File: src/rtl/ball_pocket_tracker.sv
// rtl/ball_pocket_tracker.sv - per-frame ball/hole overlap debouncer feeding the game controller
// Optional feature macro: WHITE_RESPAWN_EN (white ball returns after RESPAWN_FRAMES frames).
module ball_pocket_tracker #(
  parameter int NUM_BALLS         = 2,
  parameter int POCKET_MIN_PIXELS = 4,
  parameter int RESPAWN_FRAMES    = 60
) (
  input  logic               clk,
  input  logic               resetN,
  input  logic               startOfFrame,
  input  logic [NUM_BALLS:0] ballDrawingRequest,
  input  logic               holeDrawingRequest,
  input  logic [2:0]         holeId,
  input  logic [3:0]         stage_num,
  output logic [NUM_BALLS:0] balls_in_game,
  output logic [NUM_BALLS:0] ballhole_collide,
  output logic [2:0]         curr_Hole_id
);
  localparam int NB = NUM_BALLS + 1;
  localparam int CW = $clog2(POCKET_MIN_PIXELS + 1);
  localparam logic [CW-1:0] CMAX = CW'(POCKET_MIN_PIXELS);

  typedef enum logic [1:0] {S_RELOAD, S_COLLECT, S_REPORT} state_t;
  state_t state, nextState;

  logic [CW-1:0] cnt     [NB];
  logic [2:0]    hitHole [NB];
  logic [3:0]    stageShadow;
  logic          synced;
  logic          stageChange, frameEdge, respawn;
  logic [NB-1:0] overlap, pocket;
  logic [2:0]    lowHole;

  assign stageChange = (stage_num != stageShadow);
  assign frameEdge   = (state == S_COLLECT) && startOfFrame && !stageChange;

  always_ff @(posedge clk or negedge resetN) begin
    if (!resetN) state <= S_RELOAD;
    else         state <= nextState;
  end

  always_comb begin
    nextState = state;
    if (stageChange) nextState = S_RELOAD;
    else begin
      case (state)
        S_RELOAD:  nextState = S_COLLECT;
        S_COLLECT: if (startOfFrame) nextState = S_REPORT;
        default:   nextState = S_COLLECT;
      endcase
    end
  end

  // Descending scan so the lowest pocketed index supplies the reported hole.
  always_comb begin
    overlap = '0;
    pocket  = '0;
    lowHole = curr_Hole_id;
    for (int i = NB - 1; i >= 0; i--) begin
      overlap[i] = (state == S_COLLECT) && balls_in_game[i] && ballDrawingRequest[i] && holeDrawingRequest;
      pocket[i]  = frameEdge && synced && (cnt[i] == CMAX);
      if (pocket[i]) lowHole = hitHole[i];
    end
  end

`ifdef WHITE_RESPAWN_EN
  localparam int RW = $clog2(RESPAWN_FRAMES + 1);
  logic [RW-1:0] respawnCnt;

  assign respawn = frameEdge && (respawnCnt == RW'(1));

  always_ff @(posedge clk or negedge resetN) begin
    if (!resetN)                respawnCnt <= '0;
    else if (state == S_RELOAD) respawnCnt <= '0;
    else if (frameEdge) begin
      if (pocket[0])            respawnCnt <= RW'(RESPAWN_FRAMES);
      else if (respawnCnt != '0) respawnCnt <= respawnCnt - RW'(1);
    end
  end
`else
  assign respawn = 1'b0;
`endif

  always_ff @(posedge clk or negedge resetN) begin
    if (!resetN) begin
      balls_in_game    <= '1;
      ballhole_collide <= '0;
      curr_Hole_id     <= '0;
      stageShadow      <= '0;
      synced           <= 1'b0;
      for (int i = 0; i < NB; i++) begin
        cnt[i]     <= '0;
        hitHole[i] <= '0;
      end
    end else begin
      ballhole_collide <= pocket;
      stageShadow      <= stage_num;
      curr_Hole_id     <= lowHole;
      if (state == S_RELOAD) begin
        balls_in_game <= '1;
        for (int i = 0; i < NB; i++) begin
          cnt[i]     <= '0;
          hitHole[i] <= '0;
        end
      end else begin
        // The first frame boundary after reset only aligns us; that frame was partial.
        if (frameEdge) begin
          synced        <= 1'b1;
          balls_in_game <= (balls_in_game & ~pocket) | {{NUM_BALLS{1'b0}}, respawn};
        end
        for (int i = 0; i < NB; i++) begin
          if (frameEdge) begin
            cnt[i] <= overlap[i] ? CW'(1) : '0;
            if (overlap[i]) hitHole[i] <= holeId;
          end else if (overlap[i]) begin
            if (cnt[i] == '0) hitHole[i] <= holeId;
            if (cnt[i] != CMAX) cnt[i] <= cnt[i] + CW'(1);
          end
        end
      end
    end
  end
endmodule

File: config.mk
export PLATFORM = sky130hd
export DESIGN_NAME = ball_pocket_tracker
export DESIGN_NICKNAME = d
export VERILOG_FILES = /design/src/rtl/ball_pocket_tracker.sv
export SDC_FILE = /design/constraint.sdc
export NUM_CORES = 1
export LEC_CHECK = 0
export ABC_AREA = 1
export CAP_MARGIN = 20
export CORE_AREA = 2 2 64 66
export DETAILED_ROUTE_END_ITERATION = 10
export DIE_AREA = 0 0 66 68
export HOLD_SLACK_MARGIN = 0.1
export PLACE_DENSITY = 0.7
export SLEW_MARGIN = 20
export SYNTH_ARGS = -nofsm -noshare
export SYNTH_HDL_FRONTEND = slang
export SYNTH_SLANG_ARGS = --single-unit
File: constraint.sdc
create_clock -name clk -period 1.2 [get_ports clk]
set_input_delay 0.3 -clock clk [delete_from_list [all_inputs] [get_ports clk]]
set_output_delay 0.3 -clock clk [all_outputs]
set_load 0.03 [all_outputs]
### After elaboration in Yosys (flattened, before gate mapping)

Index checks and enable logic that the tools add are counted.

| operators by class | value |
|---|---|
| muxes and demuxes | 34 |
| reductions and logical operators | 41 |
| bitwise operators | 3 |
| equality and inequality tests | 9 |
| add/subtract/negate cells | 3 |

Operators by type and width:

| operator | count |
|---|---|
| 2-to-1 mux 3 bit | 26 |
| nonzero test 3 bit | 10 |
| 2-to-1 mux 9 bit | 2 |
| logical AND 1 bit | 15 |
| AND reduction 2 bit | 7 |
| != test 3 bit (second input constant) | 4 |
| adder 3 x 1 -> 3 bit (second input constant) | 3 |
| == test 3 bit (second input constant) | 3 |
| zero test 3 bit | 3 |
| nonzero test 2 bit | 4 |
| 2-to-1 mux 2 bit | 3 |
| != test 4 bit | 1 |
| AND 3 bit | 1 |
| 2-to-1 mux 1 bit | 3 |
| NOT 3 bit | 1 |
| == test 2 x 1 -> 1 bit (second input constant) | 1 |
| zero test 2 bit | 1 |
| zero test 1 bit | 1 |
| NOT 1 bit | 1 |

| word-level totals | value |
|---|---|
| input bits | 14 |
| output and inout port bits | 9 |
| logic and storage cells | 102 |
| register bits | 34 |

### Longest topological paths before layout

Gate-level depths: netlist (run 1).

| depth | value |
|---|---|
| depth after elaboration | 9 |
| gate-level depth with buffers | 12 |
| gate-level depth less buffers | 12 |

### Worst setup path before layout (run 1)

No wires, ideal clock.

| timing | value |
|---|---|
| path kind | reg-to-reg |
| start | register balls_in_game[2] |
| end | register cnt[2] in the netlist's numbering |
| setup slack | -0.159 ns |
| cell stages (with the launch flop) | 7 |
| buffers on the path | 0 |
| clock period less this slack | 1.359 ns |
| setup time | 0.077 ns |
| arrival | 1.281 ns |
| data required time | 1.123 ns |
| path through | dfstp_2 > nand2_1 > nor2_1 > nand2_1 > nor2_1 > o21ai_0 > a21oi_1 |

| between the ends | value |
|---|---|
| word-level cells in the longest chain between the ends | 5 |

Ends and longest elaborated chain:

| element | RTL line | text |
|---|---|---|
| from (decl) | 15 | `output logic [NUM_BALLS:0] balls_in_game,` |
| from (signal assigned) | 109 | `balls_in_game <= (balls_in_game & ~pocket) \| {{NUM_BALLS{1'b0}}, respawn};` |
| logical AND 1 bit (3 in a row) | 60 | `overlap[i] = (state == S_COLLECT) && balls_in_game[i] && ballDrawingRequest[i] && holeDrawingRequest;` |
| nonzero test 3 bit (no source line) | n/a |  |
| AND reduction 2 bit (no source line) | n/a |  |
| to (signal, indexed assignment) | 113 | `cnt[i] <= overlap[i] ? CW'(1) : '0;` |
| to (decl) | 26 | `logic [CW-1:0] cnt [NB];` |

No other way between the ends.
A chain may end at the register's enable or synchronous reset.

### Worst setup path after layout (run 1)

| timing | value |
|---|---|
| start | register stageShadow[0] |
| end | register hitHole[0] in the netlist's numbering |

| between the ends | value |
|---|---|
| word-level cells in the longest chain between the ends | 5 |
| elaborated cells on any way between the ends | 7 |
| classes of those cells | 1 x eq/ne; 2 x mux; 4 x reduce/logical |

Ends and longest elaborated chain:

| element | RTL line | text |
|---|---|---|
| from (decl) | 28 | `logic [3:0] stageShadow;` |
| from (signal assigned) | 97 | `stageShadow <= stage_num;` |
| != test 4 bit (*) | 34 | `assign stageChange = (stage_num != stageShadow);` |
| zero test 1 bit (*) | 35 | `assign frameEdge = (state == S_COLLECT) && startOfFrame && !stageChange;` |
| logical AND 1 bit (*) | 35 |  |
| nonzero test 3 bit (no source line) or 2-to-1 mux 3 bit (tied branches) | n/a |  |
| AND reduction 2 bit (no source line) or 2-to-1 mux 9 bit (tied branches) | n/a |  |
| to (signal, indexed assignment) | 114 | `if (overlap[i]) hitHole[i] <= holeId;` |
| to (signal, indexed assignment) | 116 | `if (cnt[i] == '0) hitHole[i] <= holeId;` |
| to (decl) | 27 | `logic [2:0] hitHole [NB];` |

Mark *: on every way between the ends. The rest lies on a longest branch, timed or not.

==> results of run 1 <==
[registers in the layout (all words and copies together), names as in the netlist]
register	cells
state	2
synced	1
hitHole	9
ballhole_collide	3
cnt	9
balls_in_game	3
stageShadow	4
curr_Hole_id	3
[cell type report]
| class | instances | area (um^2) | area share |
|---|---|---|---|
| clock inverter | 3 | 68.8 | 0.0256 |
| multi-input combinational | 148 | 892 | 0.332 |
| inverter | 38 | 171 | 0.0637 |
| timing repair buffer | 64 | 572 | 0.213 |
| tap | 50 | 62.6 | 0.0233 |
| sequential | 34 | 855 | 0.318 |
| clock buffer | 5 | 68.8 | 0.0256 |
[timing repair]
action	CTS	global route
setup endpoints to repair	32	32
setup buffers	5	3
pin swaps	9	2
gates resized for setup	27	13
[worst max-delay path by stage]
stage | startpoint | to | slack (ns) | cells after the start
after floorplan | balls_in_game[2]$_DFFE_PN1P_ | cnt[2]$_DFFE_PN0P_ | -0.08 | 6
after global placement | stage_num[3] | curr_Hole_id[0]$_DFFE_PN0P_ | -0.73 | 13
after detailed placement | stage_num[3] | curr_Hole_id[0]$_DFFE_PN0P_ | -0.76 | 13
after CTS | stageShadow[3]$_DFF_PN0_ | curr_Hole_id[0]$_DFFE_PN0P_ | -0.28 | 12
after global routing | state[1]$_DFFE_PN0P_ | cnt[4]$_DFFE_PN0P_ | -0.35 | 10
final | stageShadow[0]$_DFF_PN0_ | hitHole[0]$_DFFE_PN0P_ | -0.23 | 10
[cells in the mapped netlist]
cell type / instances / area share
a21oi_1: 4 / 0.011
buf_4: 1 / 0.0042
buf_6: 1 / 0.0063
bufinv_8: 1 / 0.0098
clkinv_1: 2 / 0.0042
clkinv_4: 1 / 0.0049
dfrtp_1: 31 / 0.43
dfstp_2: 3 / 0.044
ha_1: 6 / 0.042
inv_1: 33 / 0.069
inv_4: 1 / 0.0035
nand2_1: 69 / 0.14
nand2_2: 4 / 0.014
nand2_4: 4 / 0.025
nand3_1: 13 / 0.036
nand3_2: 1 / 0.0056
nand4_1: 4 / 0.014
nor2_1: 16 / 0.034
nor2_2: 4 / 0.014
nor3_1: 2 / 0.0056
nor3_2: 1 / 0.0056
o21ai_0: 4 / 0.011
o21ai_1: 10 / 0.028
o21ai_2: 3 / 0.015
o31ai_1: 1 / 0.0042
xnor2_1: 1 / 0.0049
xor2_1: 1 / 0.0049
[placed cells by master (no fill, tap or decap), types with 2 or more instances in the layout]
cell	synthesis	final
nand4_1	4	4
inv_1	33	26
dfstp_2	3	3
nand2_1	69	62
buf_6	1	7
nand3_1	13	10
o21ai_2	3	8
bufinv_16	0	2
buf_4	1	41
ha_1	6	4
o21ai_1	10	9
nand3_2	1	3
clkinv_4	1	2
nand2_2	4	10
nor3_1	2	2
a21oi_1	4	4
nor2_2	4	8
clkinv_2	0	2
clkdlybuf4s50_1	0	9
clkbuf_8	0	5
dfrtp_1	31	31
nor2_4	0	3
dlygate4sd2_1	0	4
nor2_1	16	9
inv_2	0	6
buf_12	0	3
ha_4	0	2
nand2_4	4	5
[power by group]
| part | internal [W] | leakage, nW | switching, W | total [W] |
|---|---|---|---|---|
| Clock | 0.000832 | 0.0683 | 0.000472 | 0.00130 |
| Sequential | 0.00116 | 0.449 | 0.0000119 | 0.00118 |
| Combinational | 0.000141 | 0.861 | 0.000152 | 0.000294 |
[routing by layer]
layer	global-route usage	vias to the layer above	wire length, um
li1	-	825	-
met1	0.257	755	1900
met2	0.357	22	2080
met3	0.0559	9	164
met4	0.110	0	98
met5	0	-	0
[stage by stage]
stage	hold slack, ns	cells
after global routing	0.288	342
after floorplan	0.00441	222
after detailed placement	0.471	327
after CTS	0.287	339
final	0.285	342
after global placement	0.470	327
[cell families (layout without fill, tap and decap cells)]
kind of cell    after synthesis  count (layout)  synth area share
simple gates                118             118             0.299
buf+inv                      40             110             0.102
flops                        34              34             0.478
compound gates               22              22            0.0693
fa+ha+maj                     6               6            0.0420
xor+xnor                      2               2           0.00980
==> impl_results.md, run 1 <==
* Status: finished, violations left
* Failing checks: negative setup slack
* Clock-pin slew on the worst setup and hold paths at 0.07 ns
* H-tree depth at 2
* Die area at 4490 um^2
* Die Span Y at 68 um
* CP delay by family, top: simple AND/OR/NAND/NOR gates
* Post-synthesis sequential area ratio at 0.478
* Num CTS Buffers at 5
* P&R area growth vs syn at 50.5%
* Rel. slew slack at 0.854
* CP cell instances: inv_1 > nand2_1 > nand2_1 > nor2_2 > nand3_4 > buf_12 > o21ai_2 > nand2_2 > nand3_1 > nand2_1
* Clock root cell: clkbuf_8
* Capture point of the worst reg-to-reg path: hitHole[0]$_DFFE_PN0P_
* Slew Viols, Final at 0
* GRT Total Usage at 0.214
* RSZ-0062 raised after global routing: true
* Wirelength per Cell at 12.4 um
* Minimum clock period at 1.43 ns
* Unique masters post-synth at 27
* Dpl cell area at 2370 um^2
* # IOs at 23
* Clock latency at the later pin of the worst-skew pair at 0.30 ns
* Post-DP HPWL at 3.05 mm
* # DRC at 0
* Initial antenna violation count at 0
* Final core occ at 0.698
* Worst Setup End Kind: flip-flop
* Arrival time worst endpoint at 1.62 ns
* Vias in the first global route at 1522
* Post-Syn Instances at 222
* Net Count, Synth at 242
* R2R setup slack at -0.23 ns
* First-pass GRT wire length at 6.86 mm
* Routed WL at 4.24 mm
* Sink Count at 34
* Max cap viols at 0
* Power Density at 1030 nW/um^2
* Skew final at 0.00871 ns
* Crit path max fanout at 9
* Synth warnings at 0
* Synthesized area per cell at 8.05 um^2
* Vias per inst at 4.71
* Clock Path Buffers at 2
* Overflow after GRT at 0
* ANT cells at 0
* Design area at 2690 um^2
* Most used cell, CP: nand2_1
* Worst-Margin Slew at 0.219 ns
* Peak VDD IR at 988 uV
* Fmax achieved at 0.700 GHz
* Drt initial violations at 76
* Setup TNS at -5.36 ns
* Setup ws final at -0.228 ns
* WP data required at 1.40 ns
* #FFs+latches synth at 34
* Final GP Congestion at 0.827
* Placement Setup Slack at -0.762 ns
* Post-DRT Antenna Nets at 0
* R2R cell count at 10
* Setup CP Type: flip-flop to flip-flop
* Final Cycle Share at 1.19
* Largest net degree at the start of global routing at 35
* Worst path slowest cell: dfrtp_1
* Core ar. at 3860 um^2
* Port buffer count at 22
* Pre-Repair DR Iteration Count at 4
* # rows at 23
* Hold Path Sink: stageShadow[2]$_DFF_PN0_
* Vias at 1611
* Count of final setup violators at 31
* Layout cell share with drive strength beyond 1 at 0.397
* Hold path depth at 1
* Hold wc startpoint: stage_num[2]
* CTS Hold Bufs at 0
* Final hold viol count at 0
* Nets at 311
* Worst R2R Start: stageShadow[0]$_DFF_PN0_
* Mapped Area at 1790 um^2
* CTS tree: done
* Total Power at 0.00277 W
* CP peak stage delay at 0.38 ns
* Starting Density at 0.464
* Fillers at 313
* CP Buf/Inv Count at 2
* Tightest Hold Check Type: input pin to flip-flop
* Critical path startpoint category: flip-flop
* Horiz. Die Dim at 66 um
* Pleak at 1.38 nW
Note: power is estimated with default switching activity, not from simulation.
==> inputs of run 2 (changes only) <==
- SETUP_SLACK_MARGIN: not set -> 0.5
==> impl_results.md, run 2 (same netlist as run 1, synthesis figures left out) <==
* Hold Path Sink: stageShadow[3]$_DFF_PN0_ (was stageShadow[2]$_DFF_PN0_)
* Slew Viols, Final at 0 (unchanged)
* R2R setup slack at -0.31 ns (was -0.23 ns)
* Comb power frac at 0.133 (was 0.106)
* CP cell instances: nor2_4 > nand2_2 > inv_2 > nand3_4 > buf_8 > nand2_8 > inv_8 > nand2_8 > nand4_1 > o21ai_1 (was inv_1 > nand2_1 > nand2_1 > nor2_2 > nand3_4 > buf_12 > o21ai_2 > nand2_2 > nand3_1 > nand2_1)
* CP peak stage delay at 0.42 ns (was 0.38 ns)
* Final Cycle Share at 1.26 (was 1.19)
* Total Power at 0.00238 W (was 0.00277 W)
* Setup TNS at -6.28 ns (was -5.36 ns)
* Arrival time worst endpoint at 1.72 ns (was 1.62 ns)
* Wirelength per Cell at 13.1 um (was 12.4 um)
* Metal2 WL at 2.41 mm (was 2.08 mm)
* Routed WL at 4.62 mm (was 4.24 mm)
* Count of final setup violators at 31 (unchanged)
* GRT Total Usage at 0.211 (was 0.214)
* Sw Ratio at 0.252 (was 0.229)
* Int Pwr at 0.00178 W (was 0.00214 W)
* P&R area growth vs syn at 61.0% (was 50.5%)
* Post-DRT Antenna Nets at 0 (unchanged)
* Clock latency at the later pin of the worst-skew pair at 0.29 ns (was 0.30 ns)
* Starting Density at 0.464 (unchanged)
* Vias in the first global route at 1605 (was 1522)
* Setup CP Type: flip-flop to flip-flop (unchanged)
* Sink Count at 34 (unchanged)
* Layout cell share with drive strength beyond 1 at 0.493 (was 0.397)
* CTS tree: done (unchanged)
* Clock-pin slew on the worst setup and hold paths at 0.07 ns (about the same)
* WP data required at 1.41 ns (was 1.40 ns)
* Uppermost layer routed: met4 (unchanged)
* Clock share of power at 0.372 (was 0.470)
* Nets at 321 (was 311)
* Met3 Routed Length at 185 um (was 164 um)
* Commonest non-fill, non-tap cell in the layout: nand2_1 (unchanged)
* Num CTS Buffers at 5 (unchanged)
* Pre-Repair DR Iteration Count at 4 (unchanged)
* Clock root cell: clkbuf_8 (unchanged)
* CP delay by family, top: simple AND/OR/NAND/NOR gates (unchanged)
* Final GP Congestion at 0.841 (was 0.827)
* Vias per inst at 4.77 (was 4.71)
* Final hold viol count at 0 (unchanged)
* ANT cells at 0 (unchanged)
* Peak VDD IR at 788 uV (was 988 uV)
* Initial antenna violation count at 0 (unchanged)
* RSZ-0062 raised after global routing: true (unchanged)
* Port buffer count at 22 (unchanged)
* Worst Setup End Kind: flip-flop (unchanged)
* Largest net degree at the start of global routing at 35 (unchanged)
* Hold wc startpoint: stage_num[3] (was stage_num[2])
* Rel. slew slack at 0.801 (was 0.854)
* Critical path startpoint category: flip-flop (unchanged)
* Status: finished, violations left (unchanged)
* Crit path max fanout at 7 (was 9)
* Hold path depth at 1 (unchanged)
* # IOs at 23 (unchanged)
* Overflow after GRT at 0 (unchanged)
* Horiz. Die Dim at 66 um (unchanged)
* Flop pwr share at 0.495 (was 0.424)
* Minimum clock period at 1.51 ns (was 1.43 ns)
* # rows at 23 (unchanged)
* Fmax achieved at 0.661 GHz (was 0.700 GHz)
* # DRC at 0 (unchanged)
* CP Buf/Inv Count at 3 (was 2)
* Power Density at 826 nW/um^2 (was 1030 nW/um^2)
* First-pass GRT wire length at 7.07 mm (was 6.86 mm)
* Leading registers by flop count: cnt (9), hitHole (9), stageShadow (4) (unchanged)
* Failing checks: negative setup slack (unchanged)
* R2R cell count at 10 (unchanged)
* Most used cell, CP: nand2_8 (was nand2_1)
* Setup ws final at -0.312 ns (was -0.228 ns)
* Worst path slowest cell: dfrtp_1 (unchanged)
* Die Span Y at 68 um (unchanged)
* Core ar. at 3860 um^2 (unchanged)
* Capture point of the worst reg-to-reg path: cnt[4]$_DFFE_PN0P_ (was hitHole[0]$_DFFE_PN0P_)
* Clock Path Buffers at 2 (unchanged)
* Skew final at 0.00628 ns (was 0.00871 ns)
* Commonest cells after routing, fill and taps aside: nand2_1, buf_4, inv_1 (was nand2_1, buf_4, dfrtp_1)
* Worst R2R Start: state[1]$_DFFE_PN0P_ (was stageShadow[0]$_DFF_PN0_)
* WL met1 at 1.95 mm (was 1.90 mm)
* Pleak at 1.43 nW (was 1.38 nW)
* Worst-Margin Slew at 0.297 ns (was 0.219 ns)
* Vias at 1679 (was 1611)
* Net switching power at 0.000599 W (was 0.000636 W)
* Post-DP HPWL at 2.88 mm (was 3.05 mm)
* H-tree depth at 2 (unchanged)
* Drt initial violations at 99 (was 76)
* Max cap viols at 0 (unchanged)
* Die area at 4490 um^2 (unchanged)
* Tightest Hold Check Type: input pin to flip-flop (unchanged)
-- run 2: how the worst max path moves through the flow --
| stage | startpoint | endpoint | slack [ns] | cells past startpoint |
|---|---|---|---|---|
| after floorplan | balls_in_game[2]$_DFFE_PN1P_ | cnt[2]$_DFFE_PN0P_ | -0.08 | 6 |
| after global placement | stage_num[0] | curr_Hole_id[1]$_DFFE_PN0P_ | -0.77 | 11 |
| after detailed placement | stage_num[0] | curr_Hole_id[1]$_DFFE_PN0P_ | -0.82 | 11 |
| after CTS | stageShadow[1]$_DFF_PN0_ | curr_Hole_id[1]$_DFFE_PN0P_ | -0.24 | 10 |
| after global routing | state[1]$_DFFE_PN0P_ | hitHole[3]$_DFFE_PN0P_ | -0.38 | 10 |
| final | state[1]$_DFFE_PN0P_ | cnt[4]$_DFFE_PN0P_ | -0.31 | 10 |
-- run 2: per-stage QoR --
stage / cell area (um^2) / util / std cells / hold slack, ns / worst slack [ns]
6_report: 2880 / 0.747 / 352 / 0.284 / -0.312
5_1_grt: 2880 / 0.747 / 352 / 0.286 / -0.378
4_1_cts: 2690 / 0.698 / 348 / 0.279 / -0.241
3_5_place_dp: 2390 / 0.619 / 328 / 0.477 / -0.821
3_3_place_gp: 2390 / 0.619 / 328 / 0.473 / -0.774
2_1_floorplan: 1840 / - / 222 / 0.00441 / -0.0814
-- run 2: repair_timing --
item / 4_1_cts / 5_1_grt
hold buffers: 0 / 0
resized for setup: 40 / 40
setup buffers: 12 / 4
pin swaps: 14 / 17
endpoints found under the setup margin: 40 / 39
-- run 2: power by group through the flow --
stage | clock network [W] | registers [W] | logic, W
detailed placement | 0 | 0.00120 | 0.000265
floorplan | 0 | 0.00120 | 0.000124
CTS | 0.000902 | 0.00118 | 0.000284
finish | 0.000884 | 0.00118 | 0.000317
global route | 0.000946 | 0.00118 | 0.000351
global placement | 0 | 0.00120 | 0.000263
-- run 2: final cells by class --
type                       count  area [um^2]
sequential                    34          862
multi-input combinational    148          998
inverter                      38          176
tap                           50         62.6
timing repair buffer          74          688
clock buffer                   7         86.3
fill                         268          977
clock inverter                 1         5.00
-- run 2: routing by layer --
metal	up-vias	track usage
met5	-	0
met1	799	0.269
met4	0	0.0816
met2	34	0.352
met3	6	0.0477
li1	840	-
